## config.mk

```make
export PLATFORM = sky130hd
export DESIGN_NAME = mult_seq
export DESIGN_NICKNAME = d
export VERILOG_FILES = /design/src/rtl/mult_seq.sv
export SDC_FILE = /design/constraint.sdc
export NUM_CORES = 1
export LEC_CHECK = 0
export ABC_AREA = 1
export CAP_MARGIN = 15
export CELL_PAD_IN_SITES_DETAIL_PLACEMENT = 1
export CELL_PAD_IN_SITES_GLOBAL_PLACEMENT = 2
export CORE_MARGIN = 2
export CORE_UTILIZATION = 33
export DETAILED_ROUTE_END_ITERATION = 12
export HOLD_SLACK_MARGIN = 0.08
export PLACE_DENSITY_LB_ADDON = 0.1
export SLEW_MARGIN = 20
export SYNTH_ARGS = -nofsm -noshare
export SYNTH_HDL_FRONTEND = slang
export SYNTH_SLANG_ARGS = --single-unit
export TNS_END_PERCENT = 50
```

## constraint.sdc

```tcl
create_clock -name clk -period 2.9 [get_ports clk]
set_input_delay 0.29 -clock clk [delete_from_list [all_inputs] [get_ports clk]]
set_output_delay 0.29 -clock clk [all_outputs]
set_load 0.03 [all_outputs]
```

## src/rtl/mult_seq.sv

```systemverilog
// -----------------------------------------------------------------------------
// mult_seq - sequential signed 16x16 multiplier, responder side of the
// req/ack/result_rdy multiplier protocol.
//
// On a request in IDLE the operands and their parity bits are captured and
// acknowledged with a one-cycle ack pulse. A 16-step shift-add datapath then
// multiplies the operand magnitudes, and the sign is applied on the way out.
// The product is presented with its even parity and a one-cycle result_rdy.
//
// Optional feature macro: MULT_PARITY_CHECK_EN
//   defined     - operand parity is checked; a bad operand parity skips the
//                 calculation and reports arg_parity_error with a zero result.
//   not defined - operand parity bits are ignored, arg_parity_error stays 0.
//
// Ports:
//   clk              in   1  clock, rising edge
//   rst_n            in   1  asynchronous active-low reset
//   arg_a            in  16  signed operand A
//   arg_a_parity     in   1  even parity of arg_a
//   arg_b            in  16  signed operand B
//   arg_b_parity     in   1  even parity of arg_b
//   req              in   1  request level, sampled in IDLE
//   ack              out  1  operands captured, one-cycle pulse
//   result           out 32  signed product, held until next result_rdy
//   result_parity    out  1  ^result, held with result
//   result_rdy       out  1  result valid, one-cycle pulse
//   arg_parity_error out  1  operand parity was invalid, held with result
// -----------------------------------------------------------------------------
// state | meaning
// IDLE  | waiting for req; outputs hold
// CALC  | 16 shift-add steps on captured magnitudes
// DONE  | one cycle: apply sign, register result, pulse result_rdy
// -----------------------------------------------------------------------------
module mult_seq (
    input  logic        clk,
    input  logic        rst_n,
    input  logic [15:0] arg_a,
    input  logic        arg_a_parity,
    input  logic [15:0] arg_b,
    input  logic        arg_b_parity,
    input  logic        req,
    output logic        ack,
    output logic [31:0] result,
    output logic        result_parity,
    output logic        result_rdy,
    output logic        arg_parity_error
);

    typedef enum logic [1:0] {
        IDLE = 2'd0,
        CALC = 2'd1,
        DONE = 2'd2
    } state_t;

    state_t      state;
    state_t      state_nxt;

    logic [3:0]  step_cnt;
    logic [31:0] mcand;      // multiplicand magnitude, shifts left each step
    logic [15:0] mplier;     // multiplier magnitude, shifts right each step
    logic [31:0] acc;
    logic        neg_q;      // operand signs differ
    logic        perr_q;     // captured parity verdict

    logic        accept;
    logic        par_err;
    logic [15:0] mag_a;
    logic [15:0] mag_b;
    logic [31:0] product;

`ifdef MULT_PARITY_CHECK_EN
    assign par_err = (arg_a_parity != ^arg_a) || (arg_b_parity != ^arg_b);
`else
    logic unused_parity;
    assign unused_parity = arg_a_parity ^ arg_b_parity;
    assign par_err       = 1'b0;
`endif

    // Two's-complement magnitude; -32768 maps to 16'h8000, which is exactly
    // 32768 when read as unsigned, so no extra bit is needed.
    assign mag_a   = arg_a[15] ? (~arg_a + 16'd1) : arg_a;
    assign mag_b   = arg_b[15] ? (~arg_b + 16'd1) : arg_b;
    assign accept  = (state == IDLE) && req;
    assign product = neg_q ? (~acc + 32'd1) : acc;

    always_ff @(posedge clk or negedge rst_n) begin
        if (!rst_n) begin
            state <= IDLE;
        end else begin
            state <= state_nxt;
        end
    end

    always_comb begin
        state_nxt = state;
        case (state)
            IDLE: begin
                if (req) begin
                    state_nxt = par_err ? DONE : CALC;
                end
            end
            CALC: begin
                if (step_cnt == 4'd15) begin
                    state_nxt = DONE;
                end
            end
            DONE: begin
                state_nxt = IDLE;
            end
            default: begin
                state_nxt = IDLE;
            end
        endcase
    end

    always_ff @(posedge clk or negedge rst_n) begin
        if (!rst_n) begin
            step_cnt         <= 4'd0;
            mcand            <= 32'd0;
            mplier           <= 16'd0;
            acc              <= 32'd0;
            neg_q            <= 1'b0;
            perr_q           <= 1'b0;
            ack              <= 1'b0;
            result           <= 32'd0;
            result_parity    <= 1'b0;
            result_rdy       <= 1'b0;
            arg_parity_error <= 1'b0;
        end else begin
            ack        <= accept;
            result_rdy <= (state == DONE);
            case (state)
                IDLE: begin
                    if (req) begin
                        mcand    <= {16'd0, mag_a};
                        mplier   <= mag_b;
                        acc      <= 32'd0;
                        step_cnt <= 4'd0;
                        neg_q    <= arg_a[15] ^ arg_b[15];
                        perr_q   <= par_err;
                    end
                end
                CALC: begin
                    if (mplier[0]) begin
                        acc <= acc + mcand;
                    end
                    mcand    <= {mcand[30:0], 1'b0};
                    mplier   <= {1'b0, mplier[15:1]};
                    step_cnt <= step_cnt + 4'd1;
                end
                DONE: begin
                    if (perr_q) begin
                        result           <= 32'd0;
                        result_parity    <= 1'b0;
                        arg_parity_error <= 1'b1;
                    end else begin
                        result           <= product;
                        result_parity    <= ^product;
                        arg_parity_error <= 1'b0;
                    end
                end
                default: begin
                end
            endcase
        end
    end

endmodule

```

; After elaboration in Yosys (flattened, before gate mapping)
; Index checks and enable logic that the tools add are counted.
[totals]
ff_bits = 122
out_inout_bits = 36
[op_classes]
n_mux = 15
reduce_logical = 8
n_bitwise = 4
n_eq_ne = 6
addsub = 5
[ops]
columns = operator, count
row1 = $mux W32, 4
row2 = $pmux W32 S2, 2
row3 = $mux W16, 3
row4 = $add A16 B1 Y16 const B, 2
row5 = $add A32 B1 Y32 const B, 1
row6 = $add A32 B32 Y32, 1
row7 = $not A16 Y16, 2
row8 = $not A32 Y32, 1
row9 = $pmux W16 S2, 1
row10 = $reduce_xor A32 Y1, 1
row11 = $pmux W4 S2, 1
row12 = $ne A2 B2 Y1 const B, 3
row13 = $reduce_and A2 Y1, 3
row14 = $add A4 B1 Y4 const B, 1
row15 = $eq A4 B4 Y1 const B, 1
row16 = $mux W2, 2
row17 = $mux W4, 1
row18 = $pmux W2 S2, 1
row19 = $reduce_and A3 Y1, 1
row20 = $eq A2 B1 Y1 const B, 1
row21 = $eq A2 B2 Y1 const B, 1
row22 = $logic_not A2 Y1, 1
row23 = $reduce_bool A2 Y1, 1
row24 = $logic_and A1 B1 Y1, 1
row25 = $xor A1 B1 Y1, 1

; Logic depth before layout (Yosys ltp)
; Gate-level depths: netlist of the first run.
[depth]
ltp_word = 5
depth_mapped = 22
depth_no_buf = 22

; Worst setup path before layout of the first run
; No wires, ideal clock.
[synth_path]
kind = register -> register
start = register acc[0]
end = register acc[24]
path_buffers = 0
path_stages_with_launch = 15
t_arrival_ps = 2200
setup_ps = 130
setup_slack_ps = 570
required_time_ps = 2770
synth_period_minus_slack_ps = 2330
cell_sequence = dfrtp_1 ha_1 inv_1 fa_1 o21ai_0 a21oi_1 o21ai_0 nand2_1 nand2_1 a21o_1 a21oi_1 inv_1 a21oi_1 o21ai_0 o21ai_0
[synth_via]
elab_chain_cells = 3
[synth_rtl]
columns = item, line
row1 = start: declaration, 61  ; logic [31:0] acc;
row2 = start signal: assignment, 145  ; acc <= acc + mcand;
row3 = $add A32 B32 Y32, 145
row4 = $mux W32, 144  ; if (mplier[0]) begin
row5 = $pmux W32 S2, 132  ; case (state)
; No other way between the ends. The select of a mux whose other input is x is not followed.
; A chain may end at the register's enable or synchronous reset.

; Final worst setup path of the first run
[layout_path]
start = register mcand[1]
end = register acc[22]
[layout_via]
elab_chain_cells = 3
[layout_rtl]
columns = item, line
row1 = start: declaration, 59  ; logic [31:0] mcand;
row2 = start signal: assignment, 135  ; mcand <= {16'd0, mag_a};
row3 = start signal: assignment, 147  ; mcand <= {mcand[30:0], 1'b0};
row4 = $add A32 B32 Y32, 145
row5 = $mux W32, 144
row6 = $pmux W32 S2, 132
; No other way between the ends. The select of a mux whose other input is x is not followed.

==> results of run 1 <==
[logic make-up (layout without fill, tap and decap cells)]
group           after synthesis  in the layout  share of synthesized area, %
other cells                   1              1                        0.0432
flops                       122            122                          35.2
compound gates              270            270                          17.8
buf+inv                     184            271                          8.26
xor+xnor                     33             33                          3.33
fa+ha+maj                    36             36                          5.28
simple gates                623            623                          30.1
[power groups by stage]
stage          Sequential, mW  Combinational, mW  Clock [mW]
4_1_cts                  3.06               8.72        2.23
3_3_place_gp             3.08               8.49           0
3_5_place_dp             3.09               8.66           0
6_report                 3.06               8.60        2.16
5_1_grt                  3.18               9.96        2.30
2_1_floorplan            3.11               6.10           0
[state kept, by name, indices dropped and copies added, names as in the netlist]
signal         flops
result            32
ack                1
state              2
neg_q              1
step_cnt           4
result_rdy         1
mplier            16
mcand             32
acc               32
result_parity      1
[worst max-delay path, delay by kind of cell, from the launching register on]
kind | cells | cell delay [ns]
adder cells (fa/ha/maj) | 1 | 0.47
AND/OR/NAND/NOR | 8 | 0.67
flip-flops | 1 | 0.45
AO/OA/AOI/OAI | 5 | 0.68
buffers and inverters | 2 | 0.17
[synthesized netlist by cell type (all sizes together), types with 5 or more instances]
| library cell | count | area share [%] |
|---|---|---|
| inv | 146 | 6.3 |
| nand3 | 76 | 4.6 |
| buf | 8 | 0.65 |
| xnor2 | 9 | 0.91 |
| o21ai | 129 | 7.6 |
| clkbuf | 25 | 1.1 |
| clkinv | 5 | 0.22 |
| o31ai | 5 | 0.43 |
| nor3 | 13 | 0.75 |
| nor2 | 120 | 5.4 |
| ha | 35 | 5.0 |
| nand2 | 391 | 18 |
| a22oi | 26 | 2.2 |
| a31oi | 9 | 0.65 |
| dfrtp | 122 | 35 |
| a21oi | 50 | 2.9 |
| xor2 | 24 | 2.4 |
| nand4 | 17 | 1.3 |
| o22ai | 33 | 2.4 |
[layout by cell type (no fill, tap or decap), types with 13 or more instances in the layout]
| master | count |
|---|---|
| xor2_1 | 24 |
| nor2_1 | 110 |
| a22oi_1 | 26 |
| o22ai_1 | 33 |
| ha_1 | 34 |
| dfrtp_1 | 122 |
| nand3_1 | 73 |
| nand2_2 | 16 |
| nand4_1 | 16 |
| inv_1 | 135 |
| o21ai_0 | 118 |
| nand2_1 | 372 |
| a21oi_1 | 47 |
| buf_4 | 19 |
| clkdlybuf4s50_1 | 68 |
| clkbuf_16 | 17 |
| nor3_1 | 13 |
[layer usage]
metal | vias up | GRT usage [%]
met5 | - | 0
met4 | 0 | 4.84
met3 | 20 | 3.10
met2 | 94 | 33.4
met1 | 3917 | 27.2
li1 | 4365 | -
[worst max-delay path by stage]
stage	from	to	slack, ns	cells past startpoint
2_1_floorplan	acc[0]$_DFFE_PN0P_	acc[24]$_DFFE_PN0P_	0.57	14
3_3_place_gp	acc[0]$_DFFE_PN0P_	acc[24]$_DFFE_PN0P_	0.13	14
3_5_place_dp	acc[0]$_DFFE_PN0P_	acc[24]$_DFFE_PN0P_	0.08	14
4_1_cts	acc[0]$_DFFE_PN0P_	acc[24]$_DFFE_PN0P_	0.07	14
5_1_grt	mcand[1]$_DFFE_PN0P_	acc[22]$_DFFE_PN0P_	-0.02	16
6_report	mcand[1]$_DFFE_PN0P_	acc[22]$_DFFE_PN0P_	0.29	16
[stage by stage]
step	setup WS [ns]	power (mW)	TNS (ns)	cell area (sq um)	hold WS, ns
2_1_floorplan	0.570	9.21	0	8680	-0.00559
3_3_place_gp	0.130	11.6	0	9770	0.396
3_5_place_dp	0.0830	11.7	0	9770	0.394
4_1_cts	0.0722	14.0	0	10400	0.481
5_1_grt	-0.0215	15.4	-0.0215	10400	0.507
6_report	0.293	13.8	0	10400	0.475
[layout make-up]
class / count / area (sq um) / share of cell area (%)
clock buffers: 21 / 470 / 4.52
clock inverters: 11 / 120 / 1.16
inverters: 151 / 567 / 5.45
multi-input cells: 963 / 4930 / 47.5
flip-flops and latches: 122 / 3050 / 29.4
well taps: 335 / 419 / 4.03
repair buffers: 88 / 833 / 8.01
[what timing repair did]
item | CTS | global route
hold endpoints to repair | 50 | 0
hold buffers | 1 | 0
endpoints found under the setup margin | 0 | 16
gates resized for setup | 0 | 12
==> results.json, run 1 <==
{
  "outcome": "finished, final reports clean",
  "finalHoldViolCount": 0,
  "io_pins": 73,
  "die_w_um": 166,
  "cts.sinks": 122,
  "rr_startpoint": "mcand[1]$_DFFE_PN0P_",
  "postCtsSetupBuffers": 0,
  "cp_max_fo": 4,
  "highest_layer": "met4",
  "h-tree-depth": 4,
  "grt_pass1_wl_mm": 44.6,
  "min_to": "result_parity$_DFFE_PN0P_",
  "clock_skew_ns": 0.0162,
  "port_buffers": 69,
  "fill_cells": 3291,
  "first_iter_violations": 372,
  "dieArea_sq_mm": 0.0276,
  "drv_slew": 0,
  "gp_congestion": 0.825,
  "r2r-end": "acc[22]$_DFFE_PN0P_",
  "start_kind": "flop",
  "power.density_mw_per_mm2": 1330,
  "die_h_um": 166,
  "vias": 8396,
  "grt_pass1_vias": 8667,
  "max_cap_viol_count": 0,
  "yosys_warnings": 0,
  "p_seq_share_pct": 22.1,
  "slowest_delay_ns": 0.47,
  "p_int_mw": 6.63,
  "synthesis.nets": 1342,
  "critical_path.most_common_cell": "nand2_1",
  "postSynthCellCount": 1269,
  "required_ns": 3.15,
  "wl_met1_mm": 13.3,
  "min_path_cells": 2,
  "fin_nets": 1416,
  "slew-limit-headroom_pct": 32.0,
  "wl_mm": 26.6,
  "finalSetupViolCount": 0,
  "start_util_pct": 33.5,
  "fin_crit_ns": 2.61,
  "vias_per_cell": 4.97,
  "hp-start": "result_parity$_DFFE_PN0P_",
  "drc": 0,
  "cts_buffer_depth": 2,
  "grt_max_degree": 56,
  "first_pass_iters": 4,
  "grt_usage_pct": 20.0,
  "min_period_over_period_pct": 89.9,
  "endpoint_kind": "flop",
  "hpwl_mm": 21.4,
  "ys_async_sr_fraction_pct": 100,
  "hp-class": "reg2reg",
  "ys.flop_type": "dfrtp_1",
  "dp.cells": 1658,
  "grt_overflow": 0,
  "fp-row-count": 59,
  "wl_per_cell_um": 15.7,
  "crit_chain": "inv_1 -> fa_1 -> o21ai_1 -> a21oi_2 -> inv_1 -> nand2_1 -> nand2_1 -> nand2_1 -> nand2_1 -> nand2_1 -> nand2_1 -> nand2_1 -> nand2_1 -> a21oi_1 -> o21ai_0 -> o21ai_0",
  "max_freq_mhz": 384,
  "utilization_pct": 40.1,
  "ir_drop_mv": 0.535,
  "pwr-share-comb_pct": 62.2,
  "instances_no_fill": 1691,
  "p_sw_mw": 7.20,
  "area_growth_pct": 19.8,
  "worst_pin_slew_ns": 1.02,
  "netlist_area_sq_mm": 0.00868,
  "detail-route-antenna-nets": 0,
  "antenna_found_initial": 0,
  "crit_slowest_cell": "fa_1",
  "avgSynthCellArea_sq_um": 6.84,
  "clk_latency_ns": 0.43,
  "cts_made_buffers": 17,
  "synth_cell_types": 44,
  "coreArea_sq_mm": 0.0259,
  "cts_tree": "built",
  "wl_met3_um": 633,
  "synth-edff-count": 0,
  "path_class": "reg2reg",
  "worstPathArrival_ns": 2.86,
  "antenna_cells": 0,
  "swShare_pct": 52.0,
  "drive_gt1_share_pct": 7.52,
  "reg2reg_depth": 16,
  "ys_seq_area_share_pct": 35.2,
  "postSynthRegisterBits": 122,
  "r2r_slack_ns": 0.29,
  "p_leak_nw": 5.07,
  "wl_met2_mm": 12.4,
  "cts.reportedPaths.clkPinSlew_ns": 0.06,
  "clockRootBuffer": "clkbuf_16",
  "power_frac_clock_pct": 15.6
}
(Power assumes the default switching activity.)
==> inputs of run 2 (changes only) <==
--- a/config.mk
+++ b/config.mk
@@ -10,8 +10,9 @@
 export CELL_PAD_IN_SITES_DETAIL_PLACEMENT = 1
 export CELL_PAD_IN_SITES_GLOBAL_PLACEMENT = 2
 export CORE_MARGIN = 2
-export CORE_UTILIZATION = 33
+export CORE_UTILIZATION = 36
 export DETAILED_ROUTE_END_ITERATION = 12
+export DONT_BUFFER_PORTS = 1
 export HOLD_SLACK_MARGIN = 0.08
 export PLACE_DENSITY_LB_ADDON = 0.1
 export SLEW_MARGIN = 20
==> run 2 against run 1 <==
  * Sequential cell count is the same
  * The run now ends with negative hold slack left
  * Cell area shrank 5.0%
  * Clock-buffer cell count shrank 3
  * Cell count shrank 3.9%
  * Register-to-register slack is essentially flat
  * Sequential power grew 11%
  * Combinational power shrank 6.9%
  * Critical path depth shrank 2
  * Clock power shrank 4%
  * Die area shrank 8.1%
  * Non-clock buffer count shrank 50
  * Power shrank 2.6%
==> results.json, run 2 (same netlist as run 1, synthesis figures left out) <==
{
  "outcome": "finished, violations left",
  "violations": "negative hold slack",
  "fp-row-count": 56,
  "cts_made_buffers": 17,
  "grt_pass1_wl_mm": 44.9,
  "grt_max_degree": 123,
  "vias": 8332,
  "hp-class": "in2async",
  "drive_gt1_share_pct": 7.81,
  "postCtsHoldBufs": 24,
  "cts_tree": "built",
  "hpwl_mm": 20.6,
  "vias_per_cell": 5.13,
  "area_growth_pct": 13.8,
  "final_area_sq_mm": 0.00987,
  "utilization_pct": 41.9,
  "clock_skew_ns": 0.0132,
  "layout_setup_ws_ns": 0.293,
  "power.density_mw_per_mm2": 1360,
  "clk_latency_ns": 0.43,
  "tns_ns": 0,
  "worst_hold_slack_ns": -0.445,
  "slowest_delay_ns": 0.42,
  "fill_cells": 3044,
  "die_w_um": 159,
  "critPathBufInv": 2,
  "p_leak_nw": 4.87,
  "dpl-instance-area_sq_mm": 0.00902,
  "top_regs": "acc: 32 flops, mcand: 32 flops, result: 32 flops",
  "clockRootBuffer": "clkbuf_16",
  "finalSetupViolCount": 0,
  "cp_max_fo": 4,
  "drv_slew": 0,
  "worst_pin_slew_ns": 1.06,
  "max_freq_mhz": 384,
  "fin_crit_ns": 2.61,
  "first_iter_violations": 323,
  "antenna_cells": 0,
  "crit_chain": "ha_1 -> inv_1 -> fa_1 -> o21ai_2 -> a21oi_2 -> o21ai_0 -> nand2_1 -> nand2_1 -> a21o_1 -> a21oi_1 -> inv_1 -> a21oi_1 -> o21ai_0 -> o21ai_0",
  "grt_overflow": 0,
  "min_period_over_period_pct": 89.9,
  "critical_path.most_common_cell": "o21ai_0",
  "wl_mm": 26.9,
  "cts_buffer_depth": 2,
  "port_buffers": 0,
  "path_class": "reg2reg",
  "start_util_pct": 36.9,
  "antenna_found_initial": 0,
  "coreArea_sq_mm": 0.0235,
  "finalHoldViolCount": 122,
  "required_ns": 3.17,
  "drc": 0,
  "endpoint_kind": "flop",
  "max_cap_viol_count": 0,
  "start_kind": "flop",
  "cts.reportedPaths.clkPinSlew_ns": 0.06,
  "h-tree-depth": 4,
  "p_total_mw": 13.5,
  "first_pass_iters": 4,
  "dieArea_sq_mm": 0.0254,
  "crit_slowest_cell": "dfrtp_2",
  "slew-limit-headroom_pct": 29.2,
  "wl_per_cell_um": 16.5,
  "instances_no_fill": 1625,
  "gp_congestion": 0.820,
  "final_cell_mix": "nand2_1, inv_1, o21ai_0, dfrtp_1, nor2_1",
  "final_common_cell": "nand2_1",
  "ir_drop_mv": 0.570,
  "rsz0062_at_grt": "false",
  "fin_nets": 1366,
  "dp_worst_setup_slack_ns": 0.0468,
  "cts.sinks": 122,
  "cp_top_family": "compound AO/OA/AOI/OAI gates",
  "io_pins": 73,
  "worstPathArrival_ns": 2.87,
  "die_h_um": 159,
  "grt_usage_pct": 22.0,
  "dp.cells": 1568,
  "grt_pass1_vias": 8718,
  "detail-route-antenna-nets": 0
}
## run 2: cell count changes in the layout (fill, tap and decap cells not counted), sizes merged
cell | before | now
clkdlybuf4s50 | 68 | 0
inv | 146 | 147
clkbuf | 21 | 18
bufinv | 2 | 1
dlygate4sd3 | 1 | 24
clkinv | 11 | 14
buf | 19 | 14
## run 2: worst reg2reg max path, delay by kind of cell (launching register included)
family / cells / cell delay [ns]
compound gates: 8 / 1.05
fa+ha+maj: 2 / 0.60
flops: 1 / 0.42
simple gates: 2 / 0.25
buf+inv: 2 / 0.13
## run 2: area by class of cell
| cell class | instances | area [sq um] | share of cell area [%] |
|---|---|---|---|
| multi-input combinational | 963 | 4940 | 50.1 |
| sequential | 122 | 3060 | 30.9 |
| inverter | 151 | 567 | 5.74 |
| clock buffer | 18 | 439 | 4.45 |
| tap | 319 | 399 | 4.04 |
| timing repair buffer | 38 | 345 | 3.50 |
| clock inverter | 14 | 125 | 1.27 |
## run 2: path summary, 6_finish.rpt
check / cells after the start / end / from / slack (ns)
max in group asynchronous: 0 / result[19]$_DFFE_PN0P_ / rst_n / 3.14
worst min-delay path: 0 / mplier[14]$_DFFE_PN0P_ / rst_n / -0.44
worst min register to register: 2 / mplier[1]$_DFFE_PN0P_ / mplier[2]$_DFFE_PN0P_ / 0.50
worst max-delay path: 14 / acc[24]$_DFFE_PN0P_ / acc[0]$_DFFE_PN0P_ / 0.29
min in group clk: 2 / mcand[3]$_DFFE_PN0P_ / arg_a[3] / 0.08
worst max register to register: 14 / acc[24]$_DFFE_PN0P_ / acc[0]$_DFFE_PN0P_ / 0.29
## run 2: layer usage
metal | wire length (um) | share of wire (%) | global-route usage (%)
met1 | 13000 | 48 | 29.5
met2 | 12400 | 46 | 36.8
met3 | 1050 | 3.9 | 3.72
met4 | 433 | 1.6 | 5.62
met5 | 0 | 0 | 0
## run 2: timing repair
| action | 4_1_cts | 5_1_grt |
|---|---|---|
| endpoints found under the hold margin | 146 | 122 |
| buffers inserted | 0 | 1 |
| gates resized for setup | 0 | 14 |
| endpoints found under the setup margin | 0 | 15 |
## run 2: report_power, final
group	switching (mW)	total [mW]	internal, mW
registers	1.02	3.39	2.37
logic	5.32	8.01	2.68
clock network	0.868	2.07	1.20
==> inputs of run 3 (changes only) <==
--- a/config.mk
+++ b/config.mk
@@ -6,11 +6,12 @@
 export NUM_CORES = 1
 export LEC_CHECK = 0
 export ABC_AREA = 1
+export ABC_CLOCK_PERIOD_IN_PS = 3220
 export CAP_MARGIN = 15
 export CELL_PAD_IN_SITES_DETAIL_PLACEMENT = 1
 export CELL_PAD_IN_SITES_GLOBAL_PLACEMENT = 2
 export CORE_MARGIN = 2
-export CORE_UTILIZATION = 36
+export CORE_UTILIZATION = 39
 export DETAILED_ROUTE_END_ITERATION = 12
 export DONT_BUFFER_PORTS = 1
 export HOLD_SLACK_MARGIN = 0.08
==> constraint.sdc (replaced) <==
create_clock -name clk -period 3.22 [get_ports clk]
set_input_delay 0.644 -clock clk [delete_from_list [all_inputs] [get_ports clk]]
set_output_delay 0.644 -clock clk [all_outputs]
set_load 0.03 [all_outputs]
==> run 3 against run 2 <==
  * The flow still finishes with violations (negative hold slack)
  * Global-route usage grew 1.1 points
  * Clock power grew 4%
  * Clock-buffer cell count is 3 higher
  * Combinational power down 11%
  * Clock skew rose by 0.0055 ns
  * Via count decreased by 1.5%
  * Non-clock buffer count decreased by 27
  * Die area decreased by 7.5%
  * Wire length is 3.7% lower
  * Sequential share of layout area is 0.81 points higher
  * Register-to-register slack gained 0.11 ns
  * Cell count down 4.1%
  * Critical path type unchanged
==> results.json, run 3 (same netlist as run 1, synthesis figures left out) <==
{
  "outcome": "finished, violations left",
  "violations": "negative hold slack",
  "cts_tree": "built",
  "p_leak_nw": 4.78,
  "vias": 8205,
  "swShare_pct": 52.1,
  "clockRootBuffer": "clkbuf_16",
  "die_h_um": 153,
  "h-tree-depth": 4,
  "die_w_um": 153,
  "worst_pin_slew_ns": 0.596,
  "p_int_mw": 5.90,
  "wl_mm": 25.9,
  "gp_congestion": 0.841,
  "fp-row-count": 54,
  "finalHoldViolCount": 122,
  "hp-class": "in2async",
  "fin_crit_ns": 2.82,
  "rsz0062_at_grt": "false",
  "grt_pass1_vias": 8442,
  "cts_buffer_depth": 2,
  "first_pass_iters": 4,
  "finalSetupViolCount": 0,
  "max_freq_mhz": 355,
  "cp_max_fo": 5,
  "dp_worst_setup_slack_ns": 0.301,
  "cp-startpoint": "acc[0]$_DFFE_PN0P_",
  "drc": 0,
  "dpl-instance-area_sq_mm": 0.00896,
  "path_class": "reg2reg",
  "power_frac_clock_pct": 17.5,
  "top_regs": "acc: 32 flops, mcand: 32 flops, result: 32 flops",
  "fin_nets": 1339,
  "drv_slew": 0,
  "fill_cells": 2839,
  "p_total_mw": 12.3,
  "coreArea_sq_mm": 0.0218,
  "drive_gt1_share_pct": 6.72,
  "slew-limit-headroom_pct": 60.2,
  "clock_skew_ns": 0.0187,
  "ir_drop_mv": 0.448,
  "detail-route-antenna-nets": 0,
  "grt_overflow": 0,
  "antenna_cells": 0,
  "dieArea_sq_mm": 0.0235,
  "cts_made_buffers": 17,
  "final_area_sq_mm": 0.00961,
  "first_iter_violations": 483,
  "multi_input_area_sq_mm": 0.00491,
  "grt_pass1_wl_mm": 43.4,
  "area_growth_pct": 10.8,
  "final_cell_mix": "nand2_1, inv_1, dfrtp_1",
  "worstPathArrival_ns": 3.10,
  "p_seq_share_pct": 24.8,
  "worst_hold_slack_ns": -0.0899,
  "p_sw_mw": 6.41,
  "antenna_found_initial": 0,
  "grt_usage_pct": 23.1,
  "io_pins": 73,
  "pwr-share-comb_pct": 57.7,
  "hpwl_mm": 20.2,
  "rr_startpoint": "acc[0]$_DFFE_PN0P_",
  "required_ns": 3.50,
  "start_util_pct": 39.8,
  "endpoint_kind": "flop",
  "vias_per_cell": 5.26,
  "r2r_slack_ns": 0.40,
  "start_kind": "flop",
  "grt_max_degree": 123,
  "cts.reportedPaths.clkPinSlew_ns": 0.06,
  "max_cap_viol_count": 0,
  "power.density_mw_per_mm2": 1280,
  "utilization_pct": 44.0,
  "port_buffers": 0,
  "layout_setup_ws_ns": 0.402,
  "final_common_cell": "nand2_1",
  "seq_area_sq_mm": 0.00305,
  "cts.sinks": 122,
  "tns_ns": 0,
  "clk_latency_ns": 0.44,
  "wl_per_cell_um": 16.6,
  "min_period_over_period_pct": 87.5
}
==> run 3: cell types whose count changed in the layout (fill, tap and decap cells not counted), sizes merged <==
cell | previous run | this run
buf | 14 | 11
bufinv | 1 | 5
clkbuf | 18 | 21
clkinv | 14 | 6
clkinvlp | 3 | 5
dlygate4sd3 | 24 | 0
inv | 147 | 146
==> run 3: per-stage QoR <==
stage | std cells | hold WS [ns]
final | 1559 | -0.0899
after detailed placement | 1527 | 0.351
after CTS | 1559 | -0.103
after floorplan | 1269 | 0.348
after global routing | 1559 | -0.104
after global placement | 1527 | 0.351
==> run 3: worst paths after layout <==
check / to / depth (start not counted)
worst max register to register: acc[24]$_DFFE_PN0P_ / 14
worst min-delay path: mplier[14]$_DFFE_PN0P_ / 0
worst max-delay path: acc[24]$_DFFE_PN0P_ / 14
max in group asynchronous: result[18]$_DFFE_PN0P_ / 0
worst min register to register: mplier[0]$_DFFE_PN0P_ / 2
min in group clk: mplier[2]$_DFFE_PN0P_ / 2
==> run 3: power groups by stage <==
stage	clock network, mW	registers [mW]	logic, mW
floorplan	0	2.80	5.49
CTS	2.20	3.05	7.19
global route	2.26	3.14	8.26
detailed placement	0	3.07	7.14
finish	2.16	3.05	7.10
global placement	0	3.05	6.93
==> run 3: critical path, cell delays in order, from the launching register on <==
cell and delay [ns]:
dfrtp_1 0.46, ha_1 0.21, inv_1 0.05, fa_1 0.40
o21ai_0 0.27, a21oi_1 0.15, o21ai_1 0.21, nand2_1 0.07
nand2_1 0.20, a21o_1 0.20, a21oi_1 0.08, inv_1 0.08
a21oi_1 0.06, o21ai_0 0.10, o21ai_0 0.12
==> run 3: timing repair <==
item,in CTS,in global routing
setup buffers,0,0
setup endpoints to repair,0,1
gates resized for setup,0,1
endpoints found under the hold margin,122,122
==> run 3: metal layers <==
layer / vias up / share of wire, % / track usage [%]
li1: 4198 / - / -
met1: 3857 / 48 / 31.3
met2: 124 / 46 / 37.9
met3: 26 / 3.6 / 4.08
met4: 0 / 1.8 / 6.53
met5: - / 0 / 0
==> run 3: final cells by class <==
type / instances / share of cell area, %
Clock inverter: 11 / 2.00
Inverter: 151 / 5.90
Clock buffer: 21 / 4.79
Sequential cell: 122 / 31.8
Multi-Input combinational cell: 963 / 51.0
Timing Repair Buffer: 11 / 0.859
Tap cell: 280 / 3.64
